### src/rtl/load_extend.sv
// Registered load alignment/extension unit for the MEM->WB path: byte/half/word
// select with sign/zero extension, LWL/LWR merges, error flag and saturating error count.
module load_extend #(
    parameter int unsigned DATA_W = 32,
    parameter int unsigned CNT_W  = 8,
    localparam int unsigned OFF_W = $clog2(DATA_W / 8)
) (
    input  logic              clk,
    input  logic              rst_n,
    input  logic              in_valid,
    output logic              in_ready,
    input  logic [2:0]        in_mode,
    input  logic [OFF_W-1:0]  in_offset,
    input  logic [DATA_W-1:0] in_mem,
    input  logic [DATA_W-1:0] in_rt,
    output logic              out_valid,
    input  logic              out_ready,
    output logic [DATA_W-1:0] out_data,
    output logic              out_err,
    output logic [CNT_W-1:0]  err_cnt,
    input  logic              err_clr
);

    localparam int unsigned       SH_W    = OFF_W + 4;
    localparam logic [DATA_W-1:0] ONES    = '1;
    localparam logic [CNT_W-1:0]  CNT_MAX = '1;

    localparam logic [2:0] M_LB  = 3'd0;
    localparam logic [2:0] M_LBU = 3'd1;
    localparam logic [2:0] M_LH  = 3'd2;
    localparam logic [2:0] M_LHU = 3'd3;
    localparam logic [2:0] M_LW  = 3'd4;
    localparam logic [2:0] M_LWL = 3'd5;
    localparam logic [2:0] M_LWR = 3'd6;

    logic              valid_q;
    logic [DATA_W-1:0] data_q;
    logic              err_q;
    logic [CNT_W-1:0]  cnt_q;
    logic [CNT_W-1:0]  cnt_d;

    logic              accept_c;
    logic [DATA_W-1:0] res_c;
    logic              err_c;
    logic [SH_W-1:0]   sh_lo;
    logic [SH_W-1:0]   sh_hi;
    logic [SH_W-1:0]   sh_lwl;
    logic [DATA_W-1:0] mem_shr;

    // Shift amounts: sh_lo = 8*o, sh_hi = 8*(o+1), sh_lwl = DATA_W - 8*(o+1)
    assign sh_lo   = SH_W'({in_offset, 3'b000});
    assign sh_hi   = sh_lo + SH_W'(8);
    assign sh_lwl  = SH_W'(DATA_W) - sh_hi;
    assign mem_shr = in_mem >> sh_lo;

    assign in_ready = !valid_q || out_ready;
    assign accept_c = in_valid && in_ready;

    // Lane select, extension and partial-word merge
    always_comb begin
        res_c = '0;
        err_c = 1'b0;
        case (in_mode)
            M_LB:  res_c = DATA_W'($signed(mem_shr[7:0]));
            M_LBU: res_c = DATA_W'(mem_shr[7:0]);
            M_LH: begin
                res_c = DATA_W'($signed(mem_shr[15:0]));
                err_c = in_offset[0];
            end
            M_LHU: begin
                res_c = DATA_W'(mem_shr[15:0]);
                err_c = in_offset[0];
            end
            M_LW: begin
                res_c = DATA_W'($signed(mem_shr[31:0]));
                err_c = |in_offset[1:0];
            end
            M_LWL: res_c = (in_mem << sh_lwl) | (in_rt & (ONES >> sh_hi));
            M_LWR: res_c = mem_shr | (in_rt & ~(ONES >> sh_lo));
            default: err_c = 1'b1;
        endcase
        if (err_c) begin
            res_c = '0;
        end
    end

    // Clear wins over increment; count saturates
    always_comb begin
        cnt_d = cnt_q;
        if (err_clr) begin
            cnt_d = '0;
        end else if (accept_c && err_c && (cnt_q != CNT_MAX)) begin
            cnt_d = cnt_q + CNT_W'(1);
        end
    end

    always_ff @(posedge clk or negedge rst_n) begin
        if (!rst_n) begin
            valid_q <= 1'b0;
            data_q  <= '0;
            err_q   <= 1'b0;
            cnt_q   <= '0;
        end else begin
            if (accept_c) begin
                valid_q <= 1'b1;
                data_q  <= res_c;
                err_q   <= err_c;
            end else if (out_ready) begin
                valid_q <= 1'b0;
            end
            cnt_q <= cnt_d;
        end
    end

    assign out_valid = valid_q;
    assign out_data  = data_q;
    assign out_err   = err_q;
    assign err_cnt   = cnt_q;

endmodule

### config.mk
export PLATFORM = sky130hd
export DESIGN_NAME = load_extend
export DESIGN_NICKNAME = d
export VERILOG_FILES = /design/src/rtl/load_extend.sv
export SDC_FILE = /design/constraint.sdc
export NUM_CORES = 1
export LEC_CHECK = 0
export ABC_AREA = 1
export ABC_CLOCK_PERIOD_IN_PS = 4100
export BUFFER_PORTS_ARGS = -buffer_cell sky130_fd_sc_hd__buf_2
export CAP_MARGIN = 20
export CORE_MARGIN = 4
export CORE_UTILIZATION = 56
export DETAILED_ROUTE_END_ITERATION = 8
export PLACE_DENSITY = 0.87
export SLEW_MARGIN = 25
export SYNTH_ARGS = -nofsm -noshare
export SYNTH_HDL_FRONTEND = slang
export SYNTH_SLANG_ARGS = --single-unit
### constraint.sdc
create_clock -name clk -period 4.1 [get_ports clk]
set_input_delay 0.41 -clock clk [delete_from_list [all_inputs] [get_ports clk]]
set_output_delay 0.41 -clock clk [all_outputs]
set_load 0.1 [all_outputs]
**After elaboration in Yosys (flattened, before gate mapping)**

Index checks and enable logic that the tools add are counted.

- Add/sub/neg operators: 3
- Eq/ne operators: 7
- Shift-type cells: 4
- Mux-type cells: 7
- Bitwise operators: 5
- Reductions and logical operators: 11

Operators by type and width:

| cell | count |
|---|---|
| $pmux 32 s7 | 1 |
| $and 32x32->32 | 2 |
| $or 32x32->32 | 2 |
| $mux 32 | 1 |
| $not 32->32 | 1 |
| $shl 32x6->32 | 1 |
| $shr 32x5->32 | 1 |
| $shr 32x5->32 const A | 1 |
| $shr 32x6->32 const A | 1 |
| $mux 8 | 2 |
| $eq 3x3->1 const B | 3 |
| $add 8x1->8 const B | 1 |
| $ne 8x8->1 const B | 1 |
| $add 5x4->6 const B | 1 |
| $eq 3x2->1 const B | 2 |
| $sub 6x6->6 const A | 1 |
| $reduce_bool 2->1 | 2 |
| $reduce_or 2->1 | 2 |
| $reduce_or 4->1 | 1 |
| $eq 3x1->1 const B | 1 |
| $logic_and 1x1->1 | 3 |
| $logic_not 3->1 | 1 |
| $pmux 1 s3 | 1 |
| $mux 1 | 2 |
| other kinds (2) | 2 |

- Bits in registers: 42
- Input bits: 74
- Output and inout port bits: 43
- Word-level logic and storage cells: 41

**Logic depth before layout (Yosys ltp)**

- Word-level depth: 7
- Mapped depth: 11
- Gate-level depth less buffers: 10

**Least setup slack after synthesis**

No wires, ideal clock.

- Kind: flip-flop to flip-flop
- From: register valid_q (netlist: out_valid)
- To: register cnt_q[7] (netlist: err_cnt[7])
- Setup time: 0.121 ns
- Arrival time: 2.693 ns
- Required time: 3.979 ns
- Slack: 1.286 ns
- Cell stages (with the launch flop): 8
- Path buffers: 0
- Cell sequence: dfrtp_1 nand2_1 nand2_1 inv_1 nand3_4 nand2_4 nand2_1 nand2_1

- Longest elaborated chain between the ends: 6

RTL lines:

| element | line | text |
|---|---|---|
| start: declaration | 36 | `logic valid_q;` |
| start signal: assignment | 99 | `valid_q <= 1'b0;` |
| start signal: assignment | 105 | `valid_q <= 1'b1;` |
| start signal: assignment | 109 | `valid_q <= 1'b0;` |
| $logic_not 1->1 | 56 | `assign in_ready = !valid_q \|\| out_ready;` |
| $logic_or 1x1->1 | 56 |  |
| named net in_ready | 11 | `output logic in_ready,` |
| $logic_and 1x1->1 | 57 | `assign accept_c = in_valid && in_ready;` |
| $logic_and 1x1->1 (2 in series) | 92 | `end else if (accept_c && err_c && (cnt_q != CNT_MAX)) begin` |
| $reduce_bool 2->1 (no source line) | -- |  |
| end signal: assignment | 111 | `cnt_q <= cnt_d;` |
| end: declaration | 39 | `logic [CNT_W-1:0] cnt_q;` |

The timed path passes the listed nets, and every way through them passes these cells.
A chain may end at the register's enable or synchronous reset.

**Worst setup path in the final report**

- From: input in_offset[1]
- To: register data_q[25] (netlist: out_data[25])

- Longest elaborated chain between the ends: 6
- Elaborated cells on any way between the ends: 15
- Those cells by class: add/sub: 2; shift: 4; mux: 3; bitwise: 5; reduce/logical: 1

RTL lines:

| element | line | text |
|---|---|---|
| start: declaration | 13 | `input logic [OFF_W-1:0] in_offset,` |
| $add 5x4->6 / $shr 32x5->32 (equally long branches) | 52, 79 |  |
| $sub 6x6->6, or another cell as far along | 53 | `assign sh_lwl = SH_W'(DATA_W) - sh_hi;` |
| $shl 32x6->32, or another cell as far along | 78 | `M_LWL: res_c = (in_mem << sh_lwl) \| (in_rt & (ONES >> sh_hi));` |
| $or 32x32->32, on equally long branches | 78, 79 |  |
| $pmux 32 s7 | 63 | `case (in_mode)` |
| $mux 32 (*) | 82 | `if (err_c) begin` |
| end signal: assignment | 106 | `data_q <= res_c;` |
| end: declaration | 37 | `logic [DATA_W-1:0] data_q;` |

Mark *: on every way between the ends. The rest lies on a longest branch, timed or not.

==> run summary <==
status - finished clean
Mapped Nets - 658
pins over their slew limit - 0
# hold bufs at CTS - 0
Clock Skew - 0.00860 ns
power per cell area - 376 nW/um^2
Die Y - 87.4 um
DR iter-0 viols - 303
total design power - 1.56 mW
Routed Antenna Nets - 0
Compound-Gate Fraction of Synth Area - 7.02%
Clock Tree Buf Depth - 2
Setup CP Type - in -> reg
Post-Synth Adder-Cell Area - 0.354%
global route overflow - 0
Final nets - 755
vias in the first global route - 3,982
post-synth top area cell - nand2_1
Required @ worst endpoint - 4.32 ns
Antenna diodes - 0
Num CTS Buffers - 5
Setup TNS - 0 ns
Yosys reg bits - 42
Area Overhead vs Synth - 17.2%
HPWL Detailed - 9140 um
Rows - 28
Synth area leaders - nand2_1, dfrtp_1, nand3_1, nor2_1, nand4_1
core region area - 6030 um^2
Crit-path slowest cell - inv_2
post-cts sizing count - 0
Rel. slew slack - 37.5%
CP dominant cell by count - inv_2
Warnings, synthesis - 0
fin area - 4140 um^2
mux share of post-synthesis cell area - 0%
Critical Path Start Type - input port
Synth cell types - 30
Global Route Usage Sum - 32.0%
dpl cells - 748
top cell type's share of synthesized area - 32.6%
Hold WS - 0.251 ns
Via density - 5.68
CP endpoint kind - flop
CP cell instances - buf_2 > inv_2 > nand2_4 > inv_2 > o21ai_4 > nor2_4 > o21ai_0 > nand2_1
Lkg Pwr - 2.46 nW
chip width - 87.4 um
Clock Latency Late Sink - 0.29 ns
Avg Cell Area, Syn - 6.06 um^2
Placed Area - 4030 um^2
Routed Wire Length - 12,000 um
clk sinks - 42
largest family of logic cells by synthesized area - simple AND/OR/NAND/NOR gates
Final setup viols - 0
ys async rst share - 100%
Root Buffer - clkbuf_8
Avg WL per Cell - 15.8 um
Fin. Hold Viols - 0
CTS tree - done
initial antenna violation count - 0
Starting Density - 58.6%
Cell Area, Synth - 3530 um^2
CP max FO - 48
RSZ-0062 raised after global routing - no
CP peak stage delay - 0.65 ns
Least-Margin Pin Slew - 0.938 ns
# port buffers - 116
Max-cap violations - 0
period utilization - 61.3%
simple-gate share of the synthesized area - 54.3%
vias - 4,294
Peak Freq - 398 MHz
CP arrival - 2.74 ns
Pre-antenna DRT Iters - 5
ratio of cells with drive above 1 in the final layout - 22.0%
cell count after synthesis - 583
hold crit path type - in -> async
minimum clock period - 2.51 ns
pin count of the biggest net entering global routing - 49
io pins - 117
die area - 7640 um^2
Placer Congestion - 0.969
maximum level of the CTS H-tree - 2
sequential area share after synthesis - 29.8%
XOR/XNOR Fraction of Synth Area - 1.24%
Worst IR Drop VDD - 0.323 mV
Post-Layout Cell Count - 756
number of synthesized flops with an enable pin - 0
global-route wire length before repair - 19,200 um
residual DRC count - 0
Clk pin slew, worst setup/hold paths - 0.09 ns
Post CTS Setup Buffer Count - 0
Top FF cell, synth - dfrtp_1
==> worst max-delay path, delay by kind of cell <==
kind	cells	cell delay (ns)
buffers and inverters	3	1.10
AND/OR/NAND/NOR	3	0.87
AO/OA/AOI/OAI	2	0.33
==> metrics by stage <==
stage / setup slack [ns] / util [%]
floorplan: 1.29 / -
global placement: 1.46 / 66.8
detailed placement: 1.36 / 66.8
CTS: 1.65 / 68.6
global route: 1.35 / 68.6
finish: 1.59 / 68.6
==> layout make-up <==
cell class | count | area (um^2)
clock buffers | 6 | 72.6
clock inverters | 2 | 37.5
fillers | 578 | 1890
inverters | 18 | 72.6
multi-input cells | 496 | 2220
flip-flops and latches | 42 | 1050
well taps | 75 | 93.8
repair buffers | 117 | 588
==> state kept, by name, indices dropped and copies added, names as in the netlist <==
| register | flops |
|---|---|
| err_cnt | 8 |
| out_data | 32 |
| out_err | 1 |
| out_valid | 1 |
==> power breakdown <==
| part | switching (mW) | internal, mW | leakage, nW |
|---|---|---|---|
| Combinational | 0.604 | 0.131 | 1.85 |
| Sequential | 0.0276 | 0.463 | 0.556 |
| Clock | 0.150 | 0.182 | 0.0514 |
==> cell families after synthesis <==
logic type,Yosys count
and+or+nand+nor,446
xor gates and xnor gates,5
DFF,42
AOI/OAI and AO/OA,44
adders and majority gates,1
buffers and inverters,45
==> placed cells by master (no fill, tap or decap), drive strengths merged, types with 3 or more instances in the layout <==
| master | count |
|---|---|
| nand2 | 317 |
| nand3 | 70 |
| o211ai | 3 |
| nor2 | 44 |
| clkbuf | 6 |
| o22ai | 5 |
| a21oi | 11 |
| nand4 | 14 |
| dfrtp | 42 |
| o21ai | 24 |
| inv | 17 |
| buf | 117 |
| xor2 | 4 |
==> Yosys cell counts (3+ instances only) <==
master    instances
a21oi_1          11
buf_2             8
buf_4             8
buf_6             6
clkbuf_1          5
dfrtp_1          42
inv_1            11
inv_2             4
nand2_1         307
nand2_2           5
nand2_4           5
nand3_1          68
nand4_1          13
nor2_1           38
nor2_4            4
o211ai_1          3
o21ai_0          16
o21ai_1           7
o22ai_1           5
xor2_1            4
==> path summary, 6_finish.rpt <==
path	to	slack (ns)	from	cells past startpoint
min reg2reg	out_data[11]	0.48	out_data[11]	2
min	out_data[18]	0.25	rst_n	1
max reg2reg	out_data[25]	2.03	out_valid	6
max in group asynchronous	out_data[22]	3.26	rst_n	1
max	out_data[25]	1.59	in_offset[1]	8
min in group clk	out_valid	0.39	out_ready	4
==> layer usage <==
layer | vias to the layer above | global-route usage [%] | share of wire (%)
met4 | 0 | 12.3 | 3.6
li1 | 2068 | - | -
met3 | 40 | 4.64 | 8.5
met1 | 1928 | 41.4 | 41
met2 | 258 | 53.8 | 47
met5 | - | 0 | 0
Power figures use the tool's default switching activity.
